`src/rtl/ibex_regfile_ctx_seq_if.sv`:
```
// Bundles the command, status, register-file and stream ports of the context sequencer.
// master is the sequencer's view; slave is the view of the surrounding regfile/controller.
interface ibex_regfile_ctx_seq_if #(
  parameter int DataWidth = 32,
  parameter int AddrWidth = 5
);
  logic                 cmd_valid_i;
  logic                 cmd_ready_o;
  logic                 cmd_restore_i;
  logic                 abort_i;
  logic                 busy_o;
  logic                 done_o;
  logic                 err_o;
  logic [AddrWidth-1:0] rf_raddr_o;
  logic [DataWidth-1:0] rf_rdata_i;
  logic [AddrWidth-1:0] rf_waddr_o;
  logic [DataWidth-1:0] rf_wdata_o;
  logic                 rf_we_o;
  logic                 sv_valid_o;
  logic [DataWidth-1:0] sv_data_o;
  logic                 sv_last_o;
  logic                 sv_ready_i;
  logic                 rs_valid_i;
  logic [DataWidth-1:0] rs_data_i;
  logic                 rs_last_i;
  logic                 rs_ready_o;

  modport master (
    input  cmd_valid_i, cmd_restore_i, abort_i, rf_rdata_i, sv_ready_i,
           rs_valid_i, rs_data_i, rs_last_i,
    output cmd_ready_o, busy_o, done_o, err_o, rf_raddr_o, rf_waddr_o,
           rf_wdata_o, rf_we_o, sv_valid_o, sv_data_o, sv_last_o, rs_ready_o
  );

  modport slave (
    output cmd_valid_i, cmd_restore_i, abort_i, rf_rdata_i, sv_ready_i,
           rs_valid_i, rs_data_i, rs_last_i,
    input  cmd_ready_o, busy_o, done_o, err_o, rf_raddr_o, rf_waddr_o,
           rf_wdata_o, rf_we_o, sv_valid_o, sv_data_o, sv_last_o, rs_ready_o
  );
endinterface

```
`src/rtl/ibex_regfile_ctx_seq.sv`:
```
// Context save/restore sequencer: streams GPRs x1..xNR-1 out of the register file,
// or writes a received stream back into it, while the core is halted.
//
// state   | meaning
// IDLE    | waiting for a command, cmd_ready_o high
// SAVE    | reading x[idx] and presenting it on the save stream
// RESTORE | writing each accepted restore word to x[idx]
// DONE    | one-cycle done_o pulse, then back to IDLE
module ibex_regfile_ctx_seq #(
  parameter bit RV32E     = 1'b0,
  parameter int DataWidth = 32,
  parameter int NumRegs   = 32,
  parameter int AddrWidth = $clog2(NumRegs)
) (
  input logic                    clk_i,
  input logic                    rst_ni,
  ibex_regfile_ctx_seq_if.master bus
);

  localparam int NR = RV32E ? 16 : NumRegs;
  localparam logic [AddrWidth-1:0] FirstIdx = AddrWidth'(1);
  localparam logic [AddrWidth-1:0] LastIdx  = AddrWidth'(NR - 1);

  typedef enum logic [1:0] {
    IDLE,
    SAVE,
    RESTORE,
    DONE
  } state_e;

  state_e               state_q, state_d;
  logic [AddrWidth-1:0] idx_q, idx_d;
  logic                 err_q, err_d;

  always_ff @(posedge clk_i or negedge rst_ni) begin
    if (!rst_ni) begin
      state_q <= IDLE;
      idx_q   <= FirstIdx;
      err_q   <= 1'b0;
    end else begin
      state_q <= state_d;
      idx_q   <= idx_d;
      err_q   <= err_d;
    end
  end

  always_comb begin
    state_d         = state_q;
    idx_d           = idx_q;
    err_d           = 1'b0;
    bus.cmd_ready_o = 1'b0;
    bus.busy_o      = 1'b0;
    bus.done_o      = 1'b0;
    bus.err_o       = err_q;
    bus.rf_raddr_o  = '0;
    bus.rf_waddr_o  = '0;
    bus.rf_wdata_o  = '0;
    bus.rf_we_o     = 1'b0;
    bus.sv_valid_o  = 1'b0;
    bus.sv_data_o   = '0;
    bus.sv_last_o   = 1'b0;
    bus.rs_ready_o  = 1'b0;

    unique case (state_q)
      IDLE: begin
        bus.cmd_ready_o = 1'b1;
        if (bus.cmd_valid_i) begin
          state_d = bus.cmd_restore_i ? RESTORE : SAVE;
          idx_d   = FirstIdx;
        end
      end

      SAVE: begin
        bus.busy_o     = 1'b1;
        bus.rf_raddr_o = idx_q;
        bus.sv_data_o  = bus.rf_rdata_i;
        bus.sv_last_o  = (idx_q == LastIdx);
        // Valid is withdrawn during abort so the word is visibly not consumed.
        bus.sv_valid_o = !bus.abort_i;
        if (bus.abort_i) begin
          err_d   = 1'b1;
          state_d = IDLE;
          idx_d   = FirstIdx;
        end else if (bus.sv_ready_i) begin
          if (idx_q == LastIdx) begin
            state_d = DONE;
            idx_d   = FirstIdx;
          end else begin
            idx_d = idx_q + 1'b1;
          end
        end
      end

      RESTORE: begin
        bus.busy_o     = 1'b1;
        bus.rs_ready_o = !bus.abort_i;
        if (bus.abort_i) begin
          err_d   = 1'b1;
          state_d = IDLE;
          idx_d   = FirstIdx;
        end else if (bus.rs_valid_i) begin
          bus.rf_we_o    = 1'b1;
          bus.rf_waddr_o = idx_q;
          bus.rf_wdata_o = bus.rs_data_i;
          if (idx_q == LastIdx) begin
            state_d = bus.rs_last_i ? DONE : IDLE;
            err_d   = !bus.rs_last_i;
            idx_d   = FirstIdx;
          end else if (bus.rs_last_i) begin
            // Sender ended the stream early: the word is kept, the context is not.
            state_d = IDLE;
            err_d   = 1'b1;
            idx_d   = FirstIdx;
          end else begin
            idx_d = idx_q + 1'b1;
          end
        end
      end

      DONE: begin
        bus.done_o = 1'b1;
        state_d    = IDLE;
      end

      default: begin
        state_d = IDLE;
        idx_d   = FirstIdx;
      end
    endcase
  end

endmodule

```
`src/flat_wrapper.sv`:
```
// flat-port wrapper written by rule: the top's interface ports become plain ports
module ibex_regfile_ctx_seq_flat 
#(
  parameter bit RV32E     = 1'b0,
  parameter int DataWidth = 32,
  parameter int NumRegs   = 32,
  parameter int AddrWidth = $clog2(NumRegs)
)
  (clk_i, rst_ni, bus_cmd_valid_i, bus_cmd_restore_i, bus_abort_i, bus_rf_rdata_i, bus_sv_ready_i, bus_rs_valid_i, bus_rs_data_i, bus_rs_last_i, bus_cmd_ready_o, bus_busy_o, bus_done_o, bus_err_o, bus_rf_raddr_o, bus_rf_waddr_o, bus_rf_wdata_o, bus_rf_we_o, bus_sv_valid_o, bus_sv_data_o, bus_sv_last_o, bus_rs_ready_o);
  ibex_regfile_ctx_seq_if #(.DataWidth(DataWidth), .AddrWidth(AddrWidth)) bus_i ();
  input logic clk_i;
  input logic rst_ni;
  input wire logic [$bits(bus_i.cmd_valid_i)-1:0] bus_cmd_valid_i;
  input wire logic [$bits(bus_i.cmd_restore_i)-1:0] bus_cmd_restore_i;
  input wire logic [$bits(bus_i.abort_i)-1:0] bus_abort_i;
  input wire logic [$bits(bus_i.rf_rdata_i)-1:0] bus_rf_rdata_i;
  input wire logic [$bits(bus_i.sv_ready_i)-1:0] bus_sv_ready_i;
  input wire logic [$bits(bus_i.rs_valid_i)-1:0] bus_rs_valid_i;
  input wire logic [$bits(bus_i.rs_data_i)-1:0] bus_rs_data_i;
  input wire logic [$bits(bus_i.rs_last_i)-1:0] bus_rs_last_i;
  output wire logic [$bits(bus_i.cmd_ready_o)-1:0] bus_cmd_ready_o;
  output wire logic [$bits(bus_i.busy_o)-1:0] bus_busy_o;
  output wire logic [$bits(bus_i.done_o)-1:0] bus_done_o;
  output wire logic [$bits(bus_i.err_o)-1:0] bus_err_o;
  output wire logic [$bits(bus_i.rf_raddr_o)-1:0] bus_rf_raddr_o;
  output wire logic [$bits(bus_i.rf_waddr_o)-1:0] bus_rf_waddr_o;
  output wire logic [$bits(bus_i.rf_wdata_o)-1:0] bus_rf_wdata_o;
  output wire logic [$bits(bus_i.rf_we_o)-1:0] bus_rf_we_o;
  output wire logic [$bits(bus_i.sv_valid_o)-1:0] bus_sv_valid_o;
  output wire logic [$bits(bus_i.sv_data_o)-1:0] bus_sv_data_o;
  output wire logic [$bits(bus_i.sv_last_o)-1:0] bus_sv_last_o;
  output wire logic [$bits(bus_i.rs_ready_o)-1:0] bus_rs_ready_o;
  assign bus_i.cmd_valid_i = bus_cmd_valid_i;
  assign bus_i.cmd_restore_i = bus_cmd_restore_i;
  assign bus_i.abort_i = bus_abort_i;
  assign bus_i.rf_rdata_i = bus_rf_rdata_i;
  assign bus_i.sv_ready_i = bus_sv_ready_i;
  assign bus_i.rs_valid_i = bus_rs_valid_i;
  assign bus_i.rs_data_i = bus_rs_data_i;
  assign bus_i.rs_last_i = bus_rs_last_i;
  assign bus_cmd_ready_o = bus_i.cmd_ready_o;
  assign bus_busy_o = bus_i.busy_o;
  assign bus_done_o = bus_i.done_o;
  assign bus_err_o = bus_i.err_o;
  assign bus_rf_raddr_o = bus_i.rf_raddr_o;
  assign bus_rf_waddr_o = bus_i.rf_waddr_o;
  assign bus_rf_wdata_o = bus_i.rf_wdata_o;
  assign bus_rf_we_o = bus_i.rf_we_o;
  assign bus_sv_valid_o = bus_i.sv_valid_o;
  assign bus_sv_data_o = bus_i.sv_data_o;
  assign bus_sv_last_o = bus_i.sv_last_o;
  assign bus_rs_ready_o = bus_i.rs_ready_o;
  ibex_regfile_ctx_seq #(.RV32E(RV32E), .DataWidth(DataWidth), .NumRegs(NumRegs), .AddrWidth(AddrWidth)) u_core (.clk_i(clk_i), .rst_ni(rst_ni), .bus(bus_i));
endmodule
```
`config.mk`:
```
export PLATFORM = sky130hd
export DESIGN_NAME = ibex_regfile_ctx_seq_flat
export DESIGN_NICKNAME = d
export VERILOG_FILES = /design/src/rtl/ibex_regfile_ctx_seq_if.sv /design/src/rtl/ibex_regfile_ctx_seq.sv /design/src/flat_wrapper.sv
export SDC_FILE = /design/constraint.sdc
export NUM_CORES = 1
export LEC_CHECK = 0
export ABC_AREA = 1
export CAP_MARGIN = 30
export CORE_MARGIN = 3
export CORE_UTILIZATION = 28
export DETAILED_ROUTE_END_ITERATION = 8
export PLACE_DENSITY_LB_ADDON = 0.2
export SYNTH_ARGS = -nofsm -noshare
export SYNTH_HDL_FRONTEND = slang
export SYNTH_SLANG_ARGS = --single-unit
```
`constraint.sdc`:
```
create_clock -name clk_i -period 2.2 [get_ports clk_i]
set_clock_uncertainty 0.1 [all_clocks]
set_input_delay 0.33 -clock clk_i [delete_from_list [all_inputs] [get_ports clk_i]]
set_output_delay 0.33 -clock clk_i [all_outputs]
set_load 0.03 [all_outputs]
```
==> results.md <==
- Outcome: complete, no violations
- Critical Path End Type: primary output
- Hold Vio Cnt, Final: 0
- Latest clock arrival within the worst-skew pair: 0.25 ns
- Avg Cell Area, Syn: 5.35 um2
- Crit-path cells: inv_1 > ha_1 > clkdlybuf4s50_1
- Worst Path Required: 1.77 ns
- Fin crit share: between 90 and 100%
- GPL Wtd Cong: about 0.76
- Max Cap Viol: 0
- CTS tree: built
- PortBufs: around 150
- Initial core utilization: a little under a third
- Worst-Margin Slew: just over 0.4 ns
- Post-Synth XOR/XNOR Area: 0.632%
- Max Clk Rate: ~470 MHz
- Total grt overflow: 0
- ANT cells: 0
- Setup repair after global routing missed its margin: false
- Worst rel slew slack: 72.6%
- Antenna viol nets, final: 0
- Final nets: 496
- Max VDD drop: 659 uV
- Share of cells above drive strength 1: 27.1%
- Clk slew on worst S/H paths: roughly 0.06 ns
- Die height: approximately 76 um
- Max-slew violations: 0
- Sink Count: 8
- DRT Pass-1 Iters: 5
- Crit path buf inv count: 2
- TNS Setup: 0 ns
- Via Count: approximately 1,900
- Max incr delay on CP: 0.68 ns
- Slowest CP cell: clkdlybuf4s50_1
- Detailed Place HPWL: between 4000 and 5000 um
- Largest net degree at the start of global routing: between 40 and 50
- Syn Nets: 340
- Final WS setup: about 0.080 ns
- Initial antenna violation count: 0
- Routed wire length: about 5300 um
- # rows: 24
- Arrival time worst endpoint: ~1.7 ns
- Largest fanout on the critical path: 5
- Final critical-path required period: approximately 2.1 ns
- Yosys Warn Count: 0
- Adder-cell share of the synthesized area: 8.13%
- Post-synthesis compound-gate area fraction: around 4.8%
- DRC violations left: 0
- Crit path depth: 3
- DR iter-0 viols: 33
- Die ar.: about 6000 um2
- Synthesized cell area: 1390 um2
- Sequential element share of the synthesized area: 14.5%
- Vias in the first global route: between 1,500 and 2,000
- Core area: ~4600 um2
- Setup violators final: 0
- CTS buffer count: 3
- Area share of and/or/nand/nor cells after synthesis: between 40% and 50%
- Yosys top cell area share: about a quarter
- Power per Cell Area: roughly 740 nW/um2
- Dominant cells by area after synthesis: inv_1 24%, nand2_1 19%, dfrtp_1 13%
- Pleak: 1.83 nW
- Multiplexer share of the synthesized area: 0%
- Dominant cell type by area after synthesis: inv_1
- Maximum buffer depth of the clock tree: 2
- First-pass GRT wire length: approximately 8400 um
- Delay-heaviest family, CP: buffers and inverters
- Hold Slack: 0.279 ns
- DP Cell Count: 474
- Layout area overhead: 105%
- R2r worst-path depth: 11
- Worst Path Class, Setup: flip-flop to primary output
- CP startpoint kind: flip-flop
- Yosys reg bits: 8
- Number of different library cells in the post-synthesis netlist: 23
- Hold Path Class: primary input to async pin
- # fillers: about 460
- H-tree depth: 1
- Via density: just under 4
- Post-Syn Instances: roughly 260
- Root Driver: clkbuf_8
- Largest family of logic cells by synthesized area: simple AND/OR/NAND/NOR gates
- Drt wl/cell: between 10 and 15 um
- Global-route usage over all layers: roughly 17%
- Non-Filler Instances: ~480
- Ports: roughly 150
- Die width: 76.3 um
- Worst slack at placement: 0.0146 ns
==> cell type report <==
cell class                 instances  area (um2)  share of cell area, %
sequential                         8         201                   7.09
inverter                          91         347                   12.2
timing repair buffer             158        1390                   48.8
clock buffer                       4        45.0                   1.58
tap                               65        81.3                   2.86
multi-input combinational        153         782                   27.5
==> through the flow <==
stage	area [um2]	utilization, %	total power, mW
global route	2840	62.3	2.26
floorplan	1390	-	1.28
CTS	2830	62.0	2.13
global placement	2790	61.0	1.90
detailed placement	2790	61.0	1.92
finish	2840	62.3	2.10
==> cell usage after synthesis <==
cell type,n
buf_12,1
a21boi_0,1
inv_4,1
nand3_1,5
a21oi_1,5
buf_2,4
inv_2,3
or2_2,1
buf_6,2
nand2_2,4
a21oi_2,1
nand3_2,1
nand4_1,2
dfstp_2,1
o21ai_0,5
inv_1,87
ha_1,9
nor2_4,7
nor2_1,34
nand2_1,71
nor2_2,6
xor2_1,1
dfrtp_1,7
==> where the power goes <==
group / internal [mW] / total, mW / switching (mW) / leakage [nW]
clock: 0.127 / 0.204 / 0.0771 / 0.0228
sequential: 0.192 / 0.225 / 0.0330 / 0.106
combinational: 0.638 / 1.67 / 1.03 / 1.71
total: 0.957 / 2.10 / 1.14 / 1.83
==> path summary, 6_finish.rpt <==
kind	from	to	slack, ns
setup / recovery	u_core.state_q[1]	bus_cmd_ready_o	0.08
hold / removal	rst_ni	u_core.bus.err_o	0.28
max in group asynchronous	rst_ni	u_core.idx_q[0]	1.38
hold reg to reg	u_core.idx_q[3]	u_core.idx_q[3]	0.41
min in group clk_i	u_core.idx_q[3]	u_core.idx_q[3]	0.41
setup reg to reg	u_core.idx_q[0]	u_core.state_q[1]	0.28
==> cells by family (layout without fill, tap and decap cells) <==
logic type               count (synthesis)  count (layout)
AND/OR/NAND/NOR                        131             131
buffers and inverters                   98             253
AO/OA/AOI/OAI                           12              12
adder cells (fa/ha/maj)                  9               9
flip-flops                               8               8
XOR/XNOR                                 1               1
==> metal layers <==
metal	vias up	GRT usage, %	wire (um)
met5	-	0	0
met4	0	4.35	71
met3	6	3.78	346
met2	73	32.8	2780
met1	775	19.3	2070
li1	1015	-	-
==> cells in the final DEF (no fill, tap or decap) <==
cell type,n
buf_12,1
nor2_2,6
dfstp_2,1
ha_2,2
nand3_2,1
clkdlybuf4s50_1,74
xor2_1,1
clkbuf_1,1
a21boi_0,1
inv_6,1
dlygate4sd2_1,2
nand3_1,5
a21oi_1,5
a21oi_2,1
nand4_1,2
inv_1,87
nor2_1,34
dfrtp_1,7
clkbuf_8,3
buf_4,81
o21ai_0,5
nor2_4,7
nand2_2,4
or2_2,1
ha_1,7
nand2_1,71
inv_2,3
==> registers in the layout, summed over array words and instances, names as in the netlist <==
signal and count:
u_core.state_q 2, u_core.bus.err_o 1, u_core.idx_q 5
==> repair_timing <==
item,4_1_cts,5_1_grt
resized for setup,2,3
endpoints found under the setup margin,2,34
hold buffers,0,0
setup buffers,0,1
Power figures use the tool's default switching activity.
